**src/rtl/dma_fifo_ctrl_if.sv**
```systemverilog
// Bundle for the DMA FIFO controller: the push/pop handshake, status, and per-cell strobes.
// flag_err is present only when DMA_FIFO_FLAG_CHECK_EN is defined.
interface dma_fifo_ctrl_if #(
  parameter int DATA_W = 16,
  parameter int DEPTH  = 8,
  parameter int PTR_W  = 3
) ();
  logic              flush;
  logic              push;
  logic [DATA_W-1:0] push_data;
  logic              push_ready;
  logic              pop;
  logic              pop_valid;
  logic [DATA_W-1:0] pop_data;
  logic [PTR_W:0]    count;
  logic              full;
  logic              empty;
  logic              almost_full;
  logic              ovf_err;
  logic              udf_err;
  logic              err_clr;
  logic [DEPTH-1:0]  cell_en;
  logic [DEPTH-1:0]  cell_wr_rd;
  logic [DATA_W-1:0] cell_data_in;
  logic [DATA_W-1:0] cell_data_out;
  logic [DEPTH-1:0]  cell_flag;
`ifdef DMA_FIFO_FLAG_CHECK_EN
  logic              flag_err;
`endif

  modport master (
    output flush, push, push_data, pop, err_clr, cell_data_out, cell_flag,
    input  push_ready, pop_valid, pop_data, count, full, empty, almost_full,
           ovf_err, udf_err, cell_en, cell_wr_rd, cell_data_in
`ifdef DMA_FIFO_FLAG_CHECK_EN
    , input flag_err
`endif
  );

  modport slave (
    input  flush, push, push_data, pop, err_clr, cell_data_out, cell_flag,
    output push_ready, pop_valid, pop_data, count, full, empty, almost_full,
           ovf_err, udf_err, cell_en, cell_wr_rd, cell_data_in
`ifdef DMA_FIFO_FLAG_CHECK_EN
    , output flag_err
`endif
  );
endinterface

```
**src/rtl/dma_fifo_ctrl.sv**
```systemverilog
// Pointer/occupancy controller driving an array of single-word FIFO cells.
// Define DMA_FIFO_FLAG_CHECK_EN to add the read-without-rewrite check (flag_err).
module dma_fifo_ctrl #(
  parameter int DATA_W   = 16,
  parameter int DEPTH    = 8,
  parameter int PTR_W    = 3,
  parameter int AF_LEVEL = 6
) (
  input logic           clk,
  input logic           rst,
  dma_fifo_ctrl_if.slave bus
);
  localparam int CW = PTR_W + 1;

  logic [PTR_W-1:0]  wr_ptr_reg, rd_ptr_reg;
  logic [CW-1:0]     count_reg, count_next;
  logic              full_reg, empty_reg, af_reg, ready_reg;
  logic              pop_valid_reg;
  logic [DATA_W-1:0] pop_hold_reg;
  logic [DATA_W-1:0] data_in_hold_reg;
  logic              ovf_err_reg, udf_err_reg;
  logic              push_acc, pop_acc, ovf_set, udf_set;

  assign push_acc = bus.push & ~full_reg  & ~bus.flush;
  assign pop_acc  = bus.pop  & ~empty_reg & ~bus.flush;
  assign ovf_set  = bus.push & full_reg  & ~bus.flush;
  assign udf_set  = bus.pop  & empty_reg & ~bus.flush;

  always_comb begin
    count_next = count_reg;
    if (push_acc && !pop_acc)
      count_next = count_reg + CW'(1);
    else if (pop_acc && !push_acc)
      count_next = count_reg - CW'(1);
  end

  // Cell strobes are combinational so the addressed cell samples them on this edge.
  generate
    for (genvar gi = 0; gi < DEPTH; gi++) begin : g_cell
      assign bus.cell_en[gi]    = (push_acc && wr_ptr_reg == PTR_W'(gi)) ||
                                  (pop_acc  && rd_ptr_reg == PTR_W'(gi));
      assign bus.cell_wr_rd[gi] = push_acc && wr_ptr_reg == PTR_W'(gi);
    end
  endgenerate

  assign bus.cell_data_in = push_acc ? bus.push_data : data_in_hold_reg;

  always_ff @(posedge clk) begin
    if (rst) begin
      wr_ptr_reg       <= '0;
      rd_ptr_reg       <= '0;
      count_reg        <= '0;
      full_reg         <= 1'b0;
      empty_reg        <= 1'b1;
      af_reg           <= 1'b0;
      ready_reg        <= 1'b1;
      pop_valid_reg    <= 1'b0;
      pop_hold_reg     <= '0;
      data_in_hold_reg <= '0;
      ovf_err_reg      <= 1'b0;
      udf_err_reg      <= 1'b0;
    end else begin
      if (bus.flush) begin
        wr_ptr_reg <= '0;
        rd_ptr_reg <= '0;
        count_reg  <= '0;
        full_reg   <= 1'b0;
        empty_reg  <= 1'b1;
        af_reg     <= 1'b0;
        ready_reg  <= 1'b1;
      end else begin
        if (push_acc) wr_ptr_reg <= wr_ptr_reg + PTR_W'(1);
        if (pop_acc)  rd_ptr_reg <= rd_ptr_reg + PTR_W'(1);
        count_reg <= count_next;
        full_reg  <= (count_next == CW'(DEPTH));
        empty_reg <= (count_next == '0);
        af_reg    <= (count_next >= CW'(AF_LEVEL));
        ready_reg <= (count_next != CW'(DEPTH));
      end
      pop_valid_reg <= pop_acc;
      if (pop_valid_reg) pop_hold_reg <= bus.cell_data_out;
      if (push_acc) data_in_hold_reg <= bus.push_data;
      if (ovf_set)          ovf_err_reg <= 1'b1;
      else if (bus.err_clr) ovf_err_reg <= 1'b0;
      if (udf_set)          udf_err_reg <= 1'b1;
      else if (bus.err_clr) udf_err_reg <= 1'b0;
    end
  end

  // The cell drives its word during the pop_valid cycle; the hold register keeps it afterwards.
  assign bus.pop_data    = pop_valid_reg ? bus.cell_data_out : pop_hold_reg;
  assign bus.pop_valid   = pop_valid_reg;
  assign bus.count       = count_reg;
  assign bus.full        = full_reg;
  assign bus.empty       = empty_reg;
  assign bus.almost_full = af_reg;
  assign bus.push_ready  = ready_reg;
  assign bus.ovf_err     = ovf_err_reg;
  assign bus.udf_err     = udf_err_reg;

`ifdef DMA_FIFO_FLAG_CHECK_EN
  logic flag_err_reg;

  always_ff @(posedge clk) begin
    if (rst)
      flag_err_reg <= 1'b0;
    else if (pop_acc && !bus.cell_flag[rd_ptr_reg])
      flag_err_reg <= 1'b1;
    else if (bus.err_clr)
      flag_err_reg <= 1'b0;
  end

  assign bus.flag_err = flag_err_reg;
`else
  logic unused_cell_flag;
  assign unused_cell_flag = ^bus.cell_flag;
`endif
endmodule

```
**src/flat_wrapper.sv**
```systemverilog
// flat-port wrapper written by rule: the top's interface ports become plain ports
module dma_fifo_ctrl_flat 
#(
  parameter int DATA_W   = 16,
  parameter int DEPTH    = 8,
  parameter int PTR_W    = 3,
  parameter int AF_LEVEL = 6
)
  (clk, rst, bus_flush, bus_push, bus_push_data, bus_pop, bus_err_clr, bus_cell_data_out, bus_cell_flag, bus_push_ready, bus_pop_valid, bus_pop_data, bus_count, bus_full, bus_empty, bus_almost_full, bus_ovf_err, bus_udf_err, bus_cell_en, bus_cell_wr_rd, bus_cell_data_in);
  dma_fifo_ctrl_if #(.DATA_W(DATA_W), .DEPTH(DEPTH), .PTR_W(PTR_W)) bus_i ();
  input logic clk;
  input logic rst;
  input wire logic [$bits(bus_i.flush)-1:0] bus_flush;
  input wire logic [$bits(bus_i.push)-1:0] bus_push;
  input wire logic [$bits(bus_i.push_data)-1:0] bus_push_data;
  input wire logic [$bits(bus_i.pop)-1:0] bus_pop;
  input wire logic [$bits(bus_i.err_clr)-1:0] bus_err_clr;
  input wire logic [$bits(bus_i.cell_data_out)-1:0] bus_cell_data_out;
  input wire logic [$bits(bus_i.cell_flag)-1:0] bus_cell_flag;
  output wire logic [$bits(bus_i.push_ready)-1:0] bus_push_ready;
  output wire logic [$bits(bus_i.pop_valid)-1:0] bus_pop_valid;
  output wire logic [$bits(bus_i.pop_data)-1:0] bus_pop_data;
  output wire logic [$bits(bus_i.count)-1:0] bus_count;
  output wire logic [$bits(bus_i.full)-1:0] bus_full;
  output wire logic [$bits(bus_i.empty)-1:0] bus_empty;
  output wire logic [$bits(bus_i.almost_full)-1:0] bus_almost_full;
  output wire logic [$bits(bus_i.ovf_err)-1:0] bus_ovf_err;
  output wire logic [$bits(bus_i.udf_err)-1:0] bus_udf_err;
  output wire logic [$bits(bus_i.cell_en)-1:0] bus_cell_en;
  output wire logic [$bits(bus_i.cell_wr_rd)-1:0] bus_cell_wr_rd;
  output wire logic [$bits(bus_i.cell_data_in)-1:0] bus_cell_data_in;
  assign bus_i.flush = bus_flush;
  assign bus_i.push = bus_push;
  assign bus_i.push_data = bus_push_data;
  assign bus_i.pop = bus_pop;
  assign bus_i.err_clr = bus_err_clr;
  assign bus_i.cell_data_out = bus_cell_data_out;
  assign bus_i.cell_flag = bus_cell_flag;
  assign bus_push_ready = bus_i.push_ready;
  assign bus_pop_valid = bus_i.pop_valid;
  assign bus_pop_data = bus_i.pop_data;
  assign bus_count = bus_i.count;
  assign bus_full = bus_i.full;
  assign bus_empty = bus_i.empty;
  assign bus_almost_full = bus_i.almost_full;
  assign bus_ovf_err = bus_i.ovf_err;
  assign bus_udf_err = bus_i.udf_err;
  assign bus_cell_en = bus_i.cell_en;
  assign bus_cell_wr_rd = bus_i.cell_wr_rd;
  assign bus_cell_data_in = bus_i.cell_data_in;
  dma_fifo_ctrl #(.DATA_W(DATA_W), .DEPTH(DEPTH), .PTR_W(PTR_W), .AF_LEVEL(AF_LEVEL)) u_core (.clk(clk), .rst(rst), .bus(bus_i));
endmodule
```
**config.mk**
```make
export PLATFORM = sky130hd
export DESIGN_NAME = dma_fifo_ctrl_flat
export DESIGN_NICKNAME = d
export VERILOG_FILES = /design/src/rtl/dma_fifo_ctrl_if.sv /design/src/rtl/dma_fifo_ctrl.sv /design/src/flat_wrapper.sv
export SDC_FILE = /design/constraint.sdc
export NUM_CORES = 1
export LEC_CHECK = 0
export BUFFER_PORTS_ARGS = -buffer_cell sky130_fd_sc_hd__buf_2
export CAP_MARGIN = 10
export CORE_MARGIN = 1.5
export CORE_UTILIZATION = 35
export CTS_CLUSTER_DIAMETER = 100
export CTS_CLUSTER_SIZE = 40
export DETAILED_ROUTE_END_ITERATION = 12
export SKIP_LAST_GASP = 1
export SLEW_MARGIN = 20
export SYNTH_ARGS = -nofsm -noshare
export SYNTH_HDL_FRONTEND = slang
export SYNTH_SLANG_ARGS = --single-unit
```
**constraint.sdc**
```tcl
create_clock -name clk -period 5.2 [get_ports clk]
set_input_delay 1.04 -clock clk [delete_from_list [all_inputs] [get_ports clk]]
set_output_delay 1.04 -clock clk [all_outputs]
set_load 0.03 [all_outputs]
```
# Yosys cells after proc, flatten, opt, wreduce, memory -nomap -nowiden
# Cells that the tools add are included.
totals:
  latch_bits: 0
  ram_bits: 0
  rom_bits: 0
  wordCells: 85
  memories: 0
  output_inout_bits: 59
  register_bits: 49
op_classes:
  mul: 0
  shift: 0
  magnitude_cmp: 1
  eq_ne: 16
  addsub: 4
  n_reduce_logical: 34
  div_mod_pow: 0
  bitwise_logic: 11
  mux: 7
op_table:
  columns: ["op", "n"]
  rows:
  - ["16-bit two-way mux", 2]
  - ["3-bit == test, second input constant", 8]
  - ["1-bit logical AND", 18]
  - ["3-bit by 2-bit == test with 1-bit output, second input constant", 4]
  - ["1-bit AND", 8]
  - ["1-bit logical OR", 8]
  - ["4-bit two-way mux", 2]
  - ["3-bit by 1-bit adder with 3-bit output, second input constant", 2]
  - ["3-bit by 1-bit == test with 1-bit output, second input constant", 2]
  - ["3-bit zero test", 2]
  - ["4-bit by 1-bit adder with 4-bit output, second input constant", 1]
  - ["4-bit == test, second input constant", 1]
  - ["4-bit by 3-bit greater-or-equal comparator with 1-bit output, second input constant", 1]
  - ["4-bit zero test", 1]
  - ["4-bit != test, second input constant", 1]
  - ["2-bit nonzero test", 2]
  - ["4-bit by 1-bit subtractor with 4-bit output, second input constant", 1]
  - ["1-bit two-way mux", 3]
  - ["1-bit inverter", 3]
  - ["1-bit zero test", 2]
  - ["2-bit OR reduction", 1]

# Logic depth before layout (Yosys ltp)
# Gate-level depths: netlist of the first run.
depth:
  depth_word: 8
  depth_mapped: 6

# Worst setup path before layout of the first run
# Ideal clock, no wire load.
synth_path:
  path_kind: "input to output"
  from: "input port bus_push"
  to: "output port bus_cell_en[4]"
  arrival_ns: 2.292
  required_ns: 4.160
  path_stages: 6
  n_path_buf: 2
  setup_slack_ns: 1.868
  path_cell_list: "nand2b_1 -> buf_2 -> nor2_2 -> buf_2 -> and3_1 -> a21o_1"
synth_via:
  elab_chain_cells: 4
synth_lines:
  columns: ["element", "line", "source"]
  rows:
  - ["from (decl)", "flat_wrapper.sv:14", "input wire logic [$bits(bus_i.push)-1:0] bus_push;"]
  - ["1-bit AND (2 in series)", "dma_fifo_ctrl.sv:24", "assign push_acc = bus.push & ~full_reg & ~bus.flush;"]
  - ["1-bit logical AND", null, null]
  - ["via bus_cell_wr_rd[4]", "flat_wrapper.sv:30", "output wire logic [$bits(bus_i.cell_wr_rd)-1:0] bus_cell_wr_rd;"]
  - ["1-bit logical OR", "dma_fifo_ctrl.sv:40", "assign bus.cell_en[gi] = (push_acc && wr_ptr_reg == PTR_W'(gi)) ||"]
  - ["to (decl)", "flat_wrapper.sv:29", "output wire logic [$bits(bus_i.cell_en)-1:0] bus_cell_en;"]
# The timed path passes the listed nets, and every way through them passes these cells.

# Final worst setup path of the first run
layout_path:
  from: "input port bus_push"
  to: "output port bus_cell_data_in[3]"
layout_via:
  elab_chain_cells: 3
layout_lines:
  columns: ["element", "line", "source"]
  rows:
  - ["1-bit AND (2 in series)", "dma_fifo_ctrl.sv:24", null]
  - ["16-bit two-way mux", "dma_fifo_ctrl.sv:46", "assign bus.cell_data_in = push_acc ? bus.push_data : data_in_hold_reg;"]
  - ["to (decl)", "flat_wrapper.sv:31", "output wire logic [$bits(bus_i.cell_data_in)-1:0] bus_cell_data_in;"]
# Every way passes these cells.

==> results.md, run 1 <==
* Status: complete, no violations
* Area growth from synthesis to layout at 27.1%
* Sw Ratio at 27.2%
* Worst-Margin Slew at 748 ps
* GRT Resource Usage Total at approximately 13%
* CTS sink cnt at 49
* DR pass1 iterations at 4
* Syn Area/Cell at 10.3 um2
* Synth Warn # at 0
* Die Wd at 84.0 um
* Via-per-instance ratio at around 4.6
* # Post-CTS Setup Buffers at 0
* Post-Syn Area at 0.00230 mm2
* Clk_lat worst skew at 300 ps
* DRC errors left at 0
* Total die area at 0.00706 mm2
* Yosys cell types at 32
* Crit. End Element: output port
* Total wire length at 4610 um
* Most common cell after layout, fill and taps aside: buf_2
* Largest family of logic cells by synthesized area: simple AND/OR/NAND/NOR gates
* Max_cap viols at 0
* Core area at around 0.0063 mm2
* Boundary pin count at 105
* Tmin final at 3340 ps
* Slew Limit Fails at 0
* PD cells at around 250 mW/mm2
* Clock power frac at 32.1%
* Setup repair after global routing missed its margin: no
* Final net count at 376
* Largest cells by area after synthesis: dfxtp_1 (43%), mux2_2 (15%), nor2b_1 (9.5%)
* Post-Synth XOR/XNOR Area at roughly 2.7%
* Die height at roughly 84 um
* Post-layout util at between 40% and 50%
* Startpoint Class: input port
* Post-route setup slack at 1860 ps
* Commonest cells after routing, fill and taps aside: buf_2 (96), dfxtp_1 (49), nor2b_1 (35)
* Critical Path Fanout Max at 25
* Peak supply drop at around 0.00013 V
* Fin area at 0.00292 mm2
* Remaining antenna violation count at 0
* Cell taking the most area after synthesis: dfxtp_1
* Synth Area in Compound Gates at 7.30%
* Sequential area share after synthesis at 42.7%
* Reg area at 981 um2
* Multi-input combinational cell area at between 0.001 and 0.0015 mm2
* First-pass GRT wire length at 7730 um
* Lkg Pwr at 1.49 nW
* Design Power at between 700 and 800 uW
* Root Driver: clkbuf_8
* Setup TNS at 0 ps
* Total grt overflow at 0
* GPL Wtd Cong at 0.756
* Syn nets at 284
* DPL Wire Length at 3390 um
* Mapped Cells at 224
* Adder-cell area share of the yosys netlist at 7.63%
* Crit path arrival time at 2300 ps
* Kind of critical path: input port to output port
* Endpoints failing hold at 0
* CTS tree: built
* NetSw at between 200 and 250 uW
* Mux share of post-synthesis cell area at 15.7%
* Worst Skew at 6.64 ps
* Number of synthesized flops with an enable pin at 0
* Htree depth at 2
* Row count at 29
* #FFs+latches synth at 49
* DR vias at 1797
* WL/cell at 11.7 um
* Ys flop type: dfxtp_1
* Clock buffer count from CTS at 5
* Final setup fails at 0
* Fraction of registers with async set or reset after synthesis at 0%
* Fin crit share at 64.2%
* Simple-gate area share of the yosys netlist at roughly a fifth
* Max Freq at about 300 MHz
* Worst min path class: flop to flop
* CTS Hold Buffers Added at 0
* Layout cells sized above 1 at 44.5%
* Initial antenna violation count at 0
* Fillers at 622
* First DRT Iteration DRCs at 39
* Antenna Cells at 0
* Vias in the first global route at ~1.7k
* Placed Area at approximately 0.0028 mm2
* I/O Buffers at 96
* Clk slew on worst S/H paths at 90 ps
* Part of the power in registers at a little over half
* Pint at 538 uW
* Initial Utilization at 36.2%
* Post-synth top area share at a little over two fifths
* Power share of the combinational group at roughly 15%
* Slew margin rel. at 50.1%
* Pre-CTS WS at 1830 ps
* CP required at 4160 ps
* Pin count of the biggest net entering global routing at 36
* CTS max path bufs at 2
* Resized cells post-CTS at 0
[kinds of logic (layout without fill, tap and decap cells)]
logic type                 Yosys count  after routing
adders and majority gates           14             14
AOI/OAI and AO/OA                   24             24
and+or+nand+nor                     78             78
DFF                                 49             49
xor gates and xnor gates             7              7
buffers and inverters               20            113
muxes                               32             32
[power groups by stage]
stage	registers (mW)	clock network, mW	logic [mW]
after floorplan	0.401	0	0.0747
after global placement	0.399	0	0.110
after detailed placement	0.399	0	0.111
after CTS	0.390	0.248	0.112
after global routing	0.392	0.264	0.121
final	0.390	0.237	0.110
[synthesized netlist by cell type (2+ instances only)]
master,n
dfxtp_1,49
buf_2,4
a21oi_1,5
mux2_2,31
ha_1,14
o21ai_0,3
a211oi_1,4
nand3_1,4
nand2_1,5
inv_1,8
nand2b_1,4
a21o_1,8
nor2_1,10
clkbuf_1,7
xnor2_1,6
nor3_1,2
nand3b_1,2
and2_1,7
nor2b_1,35
and3_1,4
[critical path, cell delays in order]
cell and delay (ps):
buf_2 100, nand2b_1 170, nor2_2 120, buf_4 290, mux2_2 390, buf_2 180
[final timing paths]
path | startpoint | end | slack [ps] | cells past startpoint
setup / recovery | bus_push | bus_cell_data_in[3] | 1860 | 6
hold / removal | u_core.bus.ovf_err$_SDFFE_PP0P_ | u_core.bus.ovf_err$_SDFFE_PP0P_ | 480 | 2
setup reg to reg | u_core.bus.empty$_SDFF_PP1_ | u_core.bus.push_ready$_SDFF_PP1_ | 3060 | 5
hold reg to reg | u_core.bus.ovf_err$_SDFFE_PP0P_ | u_core.bus.ovf_err$_SDFFE_PP0P_ | 480 | 2
[routing by layer]
layer,global-route usage (%),up-vias,wire (um)
met5,0,-,0
met2,20.6,60,1940
met4,4.47,0,60
met1,17.6,800,2280
li1,-,931,-
met3,4.45,6,336
[metrics by stage]
stage | hold WS [ps] | instances
4_1_cts | 481 | 394
3_5_place_dp | 465 | 386
2_1_floorplan | 469 | 224
6_report | 479 | 394
3_3_place_gp | 454 | 386
5_1_grt | 499 | 394
[final cells by class]
class                           count  share of cell area [%]
Multi-Input combinational cell    155                    42.1
Sequential cell                    49                    33.6
Timing Repair Buffer               97                    16.7
Tap cell                           77                    3.30
Clock buffer                        6                    2.83
Inverter                            8                    1.03
Clock inverter                      2                   0.471
Note: power is estimated with default switching activity, not from simulation.
==> run 2, diff against run 1 <==
--- a/config.mk
+++ b/config.mk
@@ -12,6 +12,7 @@
 export CTS_CLUSTER_DIAMETER = 100
 export CTS_CLUSTER_SIZE = 40
 export DETAILED_ROUTE_END_ITERATION = 12
+export PLACE_DENSITY = 0.65
 export SKIP_LAST_GASP = 1
 export SLEW_MARGIN = 20
 export SYNTH_ARGS = -nofsm -noshare
==> constraint.sdc (replaced) <==
create_clock -name clk -period 2.8 [get_ports clk]
set_input_delay 0.56 -clock clk [delete_from_list [all_inputs] [get_ports clk]]
set_output_delay 0.56 -clock clk [all_outputs]
set_load 0.03 [all_outputs]
==> run 2 against run 1 <==
Setup slack worse by 1500 ps. Clock skew decreased by 1.4 ps. Clock-buffer cell count is the same. Clock power rose by 76%. Register-to-register slack got worse by 2100 ps. Sequential cell count stayed put. Combinational power grew 90%. Wire length is 2.1% higher.
==> results.md, run 2 (synthesized netlist as in run 1, its figures left out) <==
* Status: complete, no violations
* Most common cell after layout, fill and taps aside: buf_2
* Final net count at 379
* Global routing's busiest layer: met2
* DPL Wire Length at 3510 um
* CTS sink cnt at 49
* Kind of critical path: flop to output port
* # Post-CTS Setup Buffers at 0
* Setup TNS at 0 ps
* Root Driver: clkbuf_8
* Crit. End Element: output port
* Commonest cells after routing, fill and taps aside: buf_2 (96), dfxtp_1 (49), nor2b_1 (35)
* Setup repair after global routing missed its margin: no
* Clk_lat worst skew at 300 ps
* Lkg Pwr at 1.50 nW
* Min-delay src: u_core.bus.ovf_err$_SDFFE_PP0P_
* Total wire length at 4710 um
* GRT Resource Usage Total at 13.6%
* Via-per-instance ratio at 4.66
* Peak supply drop at 0.000276 V
* Clk slew on worst S/H paths at 90 ps
* Worst Skew at 5.20 ps
* Initial Utilization at 36.2%
* CP required at 2240 ps
* Resized cells post-CTS at 0
* Die Wd at roughly 84 um
* Row count at 29
* Layout cells sized above 1 at 44.7%
* WL/cell at 11.9 um
* Htree depth at 2
* Endpoints failing hold at 0
* Fin area at 0.00293 mm2
* Core area at 0.00635 mm2
* Tmin final at 2460 ps
* Slew Limit Fails at 0
* Remaining antenna violation count at 0
* PD cells at 461 mW/mm2
* Vias in the first global route at 1805
* Placed Area at 0.00285 mm2
* Fin crit share at around 90%
* Critical Path Fanout Max at 22
* CTS Hold Buffers Added at 0
* Total die area at 0.00706 mm2
* Area growth from synthesis to layout at 27.7%
* Clock buffer count from CTS at 5
* Crit path arrival time at 1900 ps
* Antenna Cells at 0
* First DRT Iteration DRCs at 73
* Final setup fails at 0
* Slew margin rel. at 50.8%
* CTS max path bufs at 2
* Crit. Startpoint: u_core.bus.full$_SDFF_PP0_
* CTS tree: built
* DR pass1 iterations at 4
* M1 GR Usage at roughly 16%
* Met2 Use GR at 22.5%
* Worst min path class: flop to flop
* Boundary pin count at approximately 110
* Max_cap viols at 0
* GPL Wtd Cong at 0.706
* Critical R2R Launch: u_core.bus.full$_SDFF_PP0_
* Worst-Margin Slew at 737 ps
* Initial antenna violation count at 0
* Max Freq at around 410 MHz
* Total grt overflow at 0
* Global-route met3 utilization at ~5.4%
* Startpoint Class: flop
* Pin count of the biggest net entering global routing at 35
* DRC errors left at 0
* I/O Buffers at 96
* Die height at 84.0 um
* DR vias at 1852
* First-pass GRT wire length at 7840 um
-- run 2: changes by cell type in the layout (fill, tap and decap cells not counted) --
cell	previous run	this run
buf_4	1	4
clkbuf_1	0	1
clkbuf_8	6	5
clkinv_4	1	0
inv_6	0	1
-- run 2: critical path, cell delays in order (launching register included) --
cell and delay [ps]:
dfxtp_1 350, nand2b_1 280, nor2_2 130, buf_4 280, mux2_2 380, buf_2 180
-- run 2: layout make-up --
type / instances / area, um2
well taps: 77 / 96.3
fillers: 632 / 3420
flip-flops and latches: 49 / 981
multi-input cells: 155 / 1230
clock inverters: 2 / 13.8
inverters: 8 / 30.0
repair buffers: 100 / 510
clock buffers: 6 / 72.6
-- run 2: layer usage --
metal,wire length [um],vias to the layer above
met5,0,-
met4,55,0
met3,404,6
met2,2050,65
met1,2200,850
li1,-,931
-- run 2: worst paths after layout --
kind / to / cells after the start / slack (ps)
setup / recovery: bus_cell_data_in[0] / 5 / 340
hold / removal: u_core.bus.ovf_err$_SDFFE_PP0P_ / 2 / 470
setup reg to reg: u_core.bus.push_ready$_SDFF_PP1_ / 5 / 990
hold reg to reg: u_core.bus.ovf_err$_SDFFE_PP0P_ / 2 / 470
-- run 2: report_power, final --
group          switching [mW]  internal, mW
combinational           0.124        0.0855
sequential             0.0102         0.715
clock                   0.239         0.179
-- run 2: stage by stage --
step           instances  power, mW  setup slack [ps]  util (%)  hold slack [ps]
2_1_floorplan        224      0.884               428         -              469
3_3_place_gp         389      0.948               435      44.8              458
3_5_place_dp         389      0.951               416      44.8              459
4_1_cts              397       1.38               320      46.2              476
5_1_grt              397       1.42               250      46.2              507
6_report             397       1.35               344      46.2              473
==> run 3, diff against run 2 <==
==> constraint.sdc (replaced) <==
create_clock -name clk -period 2.16 [get_ports clk]
set_input_delay 0.432 -clock clk [delete_from_list [all_inputs] [get_ports clk]]
set_output_delay 0.432 -clock clk [all_outputs]
set_load 0.03 [all_outputs]
==> run 3 against run 2 <==
Sequential cell count did not move. Via count rose by 3.1%. Clock skew fell by 0.89 ps. Final cell count rose by 2.5%. Non-clock buffer count rose by 10. Die area did not move. Sequential power rose by 30%. Register-to-register slack got worse by 610 ps. Critical endpoint is now bus_cell_data_in[6]. Largest cell class unchanged.
==> results.md, run 3 (synthesized netlist as in run 1, its figures left out) <==
* Final hold slack at 399 ps
* Part of the power in registers at approximately half
* Worst-Margin Slew at between 300 and 400 ps
* DRC errors left at 0
* First DRT Iteration DRCs at 55
* Hold Path End: u_core.bus.ovf_err$_SDFFE_PP0P_
* Total wire length at 5180 um
* Htree depth at 2
* Vias in the first global route at around 1.9k
* Setup repair after global routing missed its margin: yes
* Worst Skew at 4.31 ps
* Power share of the combinational group at between 15 and 20%
* PD cells at a little under 600 mW/mm2
* Design Power at 1.94 mW
* Inst Count DP at 394
* DPL Wire Length at 3560 um
* CP Cell Sequence: nand2b_4, nor2_4, clkbuf_16, mux2_4, buf_6
* Antenna Cells at 0
* FF-to-FF End: u_core.bus.push_ready$_SDFF_PP1_
* Critical-path top delay cell: dfxtp_2
* R2r setup slk at around 380 ps
* Max_cap viols at 0
* Final setup fails at 0
* Die Wd at ~84 um
* Root Driver: clkbuf_8
* DR vias at 1910
* Kind of critical path: flop to output port
* Reg2Reg Depth at 6
* CTS sink cnt at 49
* Most common cell after layout, fill and taps aside: buf_2
* Core area at 0.00635 mm2
* CP max stage delay at 340 ps
* Initial antenna violation count at 0
* Crit. End Element: output port
* CTS max path bufs at 2
* Hold Path Cell Cnt at 3
* Slew Limit Fails at 0
* Commonest cells after routing, fill and taps aside: buf_2 (78), dfxtp_1 (48), nor2b_1 (35)
* Max Freq at between 400 and 500 MHz
* Row count at 29
* Fillers at 581
* Critical Path Fanout Max at 6
* Clock power frac at 34.0%
* Clk slew on worst S/H paths at 90 ps
* Multi-input combinational cell area at 0.00129 mm2
* Die height at 84.0 um
* CP required at 1730 ps
* GPL Wtd Cong at 0.771
* Tmin final at 2130 ps
* Pin count of the biggest net entering global routing at 35
* Setup TNS at 0 ps
* Boundary pin count at 105
* Via-per-instance ratio at 4.69
* Clk_lat worst skew at between 200 and 300 ps
* Startpoint Class: flop
* Buf+Inv Stages, Crit Path at 2
* Total die area at around 0.0071 mm2
* CTS Hold Buffers Added at 0
* Status: complete, no violations
* Clock buffer count from CTS at 5
* GRT Resource Usage Total at approximately 14%
* Layout cells sized above 1 at 49.4%
* Pre-CTS WS at 205 ps
* Lkg Pwr at 1.62 nW
* Endpoints failing hold at 0
* Reg area at roughly 980 um2
* Total grt overflow at 0
* Peak supply drop at 0.000348 V
* Fin crit share at ~99%
* Final net count at 389
* Post-route setup slack at between 20 and 30 ps
* NetSw at 506 uW
* Pint at 1.44 mW
* Slew margin rel. at 76.1%
* Initial Utilization at ~36%
* CTS tree: built
* Area growth from synthesis to layout at 41.9%
* Min-delay src: bus_err_clr
* WL/cell at between 10 and 15 um
* Finished Layout Cells at 407
* DR pass1 iterations at 4
* Crit path arrival time at 1700 ps
* First-pass GRT wire length at a little over 8000 um
* Worst min path class: input port to flop
* Remaining antenna violation count at 0
* Sw Ratio at 26.0%
* I/O Buffers at 96
* Delay-heaviest family, CP: simple AND/OR/NAND/NOR gates
* Critical R2R Launch: u_core.bus.count[1]$_SDFF_PP0_
## run 3: cell count changes in the layout (fill, tap and decap cells not counted), moves of 2 or more
cell / delta
and2_1: -2
and2_2: +2
and3_1: -3
and3_2: +2
buf_2: -18
buf_4: +5
buf_6: +19
clkbuf_16: +2
mux2_2: -8
mux2_4: +9
## run 3: what timing repair did
item | 4_1_cts | 5_1_grt
endpoints found under the setup margin | 0 | 20
buffers inserted | 0 | 2
resized for setup | 0 | 68
## run 3: cell type report
type,instances,share of cell area [%]
Clock buffer,5,2.11
Clock inverter,3,1.34
Inverter,8,0.921
Multi-Input combinational cell,155,39.6
Sequential cell,49,30.1
Tap cell,77,2.95
Timing Repair Buffer,110,23.0
## run 3: layer usage
metal  part of all wire, %  routed length (um)  up-vias  GRT usage, %
met3                   7.3                 380        4          4.45
met1                    45                2350      889          17.0
met2                    47                2430       63          23.7
li1                      -                   -      954             -
met4                  0.41                  21        0          3.58
met5                     0                   0        -             0
## run 3: per-stage QoR
step	area, um2	util (%)
2_1_floorplan	2300	-
3_3_place_gp	2900	45.7
3_5_place_dp	2900	45.7
4_1_cts	3020	47.5
5_1_grt	3260	51.3
6_report	3260	51.3
## run 3: how the worst max path moves through the flow
stage                     cells past startpoint                                to  slack (ps)                        from
after floorplan                               6                    bus_cell_en[4]          10  u_core.bus.full$_SDFF_PP0_
after global placement                        6  u_core.bus.push_ready$_SDFF_PP1_         200                     bus_pop
final                                         5               bus_cell_data_in[6]          30  u_core.bus.full$_SDFF_PP0_
after CTS                                     5              bus_cell_data_in[15]          20  u_core.bus.full$_SDFF_PP0_
after detailed placement                      6  u_core.bus.push_ready$_SDFF_PP1_         200                     bus_pop
after global routing                          5               bus_cell_data_in[0]         -50  u_core.bus.full$_SDFF_PP0_
## run 3: power groups by stage
| stage | combinational [mW] | clock (mW) | sequential, mW |
|---|---|---|---|
| after CTS | 0.283 | 0.691 | 0.939 |
| after global placement | 0.278 | 0 | 0.959 |
| final | 0.343 | 0.662 | 0.939 |
| after floorplan | 0.180 | 0 | 0.966 |
| after detailed placement | 0.281 | 0 | 0.960 |
| after global routing | 0.369 | 0.729 | 0.943 |
## run 3: worst register-to-register path: cells and delay by family (launching register included)
family	cells	cell delay, ps
simple gates	3	730
compound gates	1	90
fa+ha+maj	1	320
buf+inv	1	90
flops	1	440
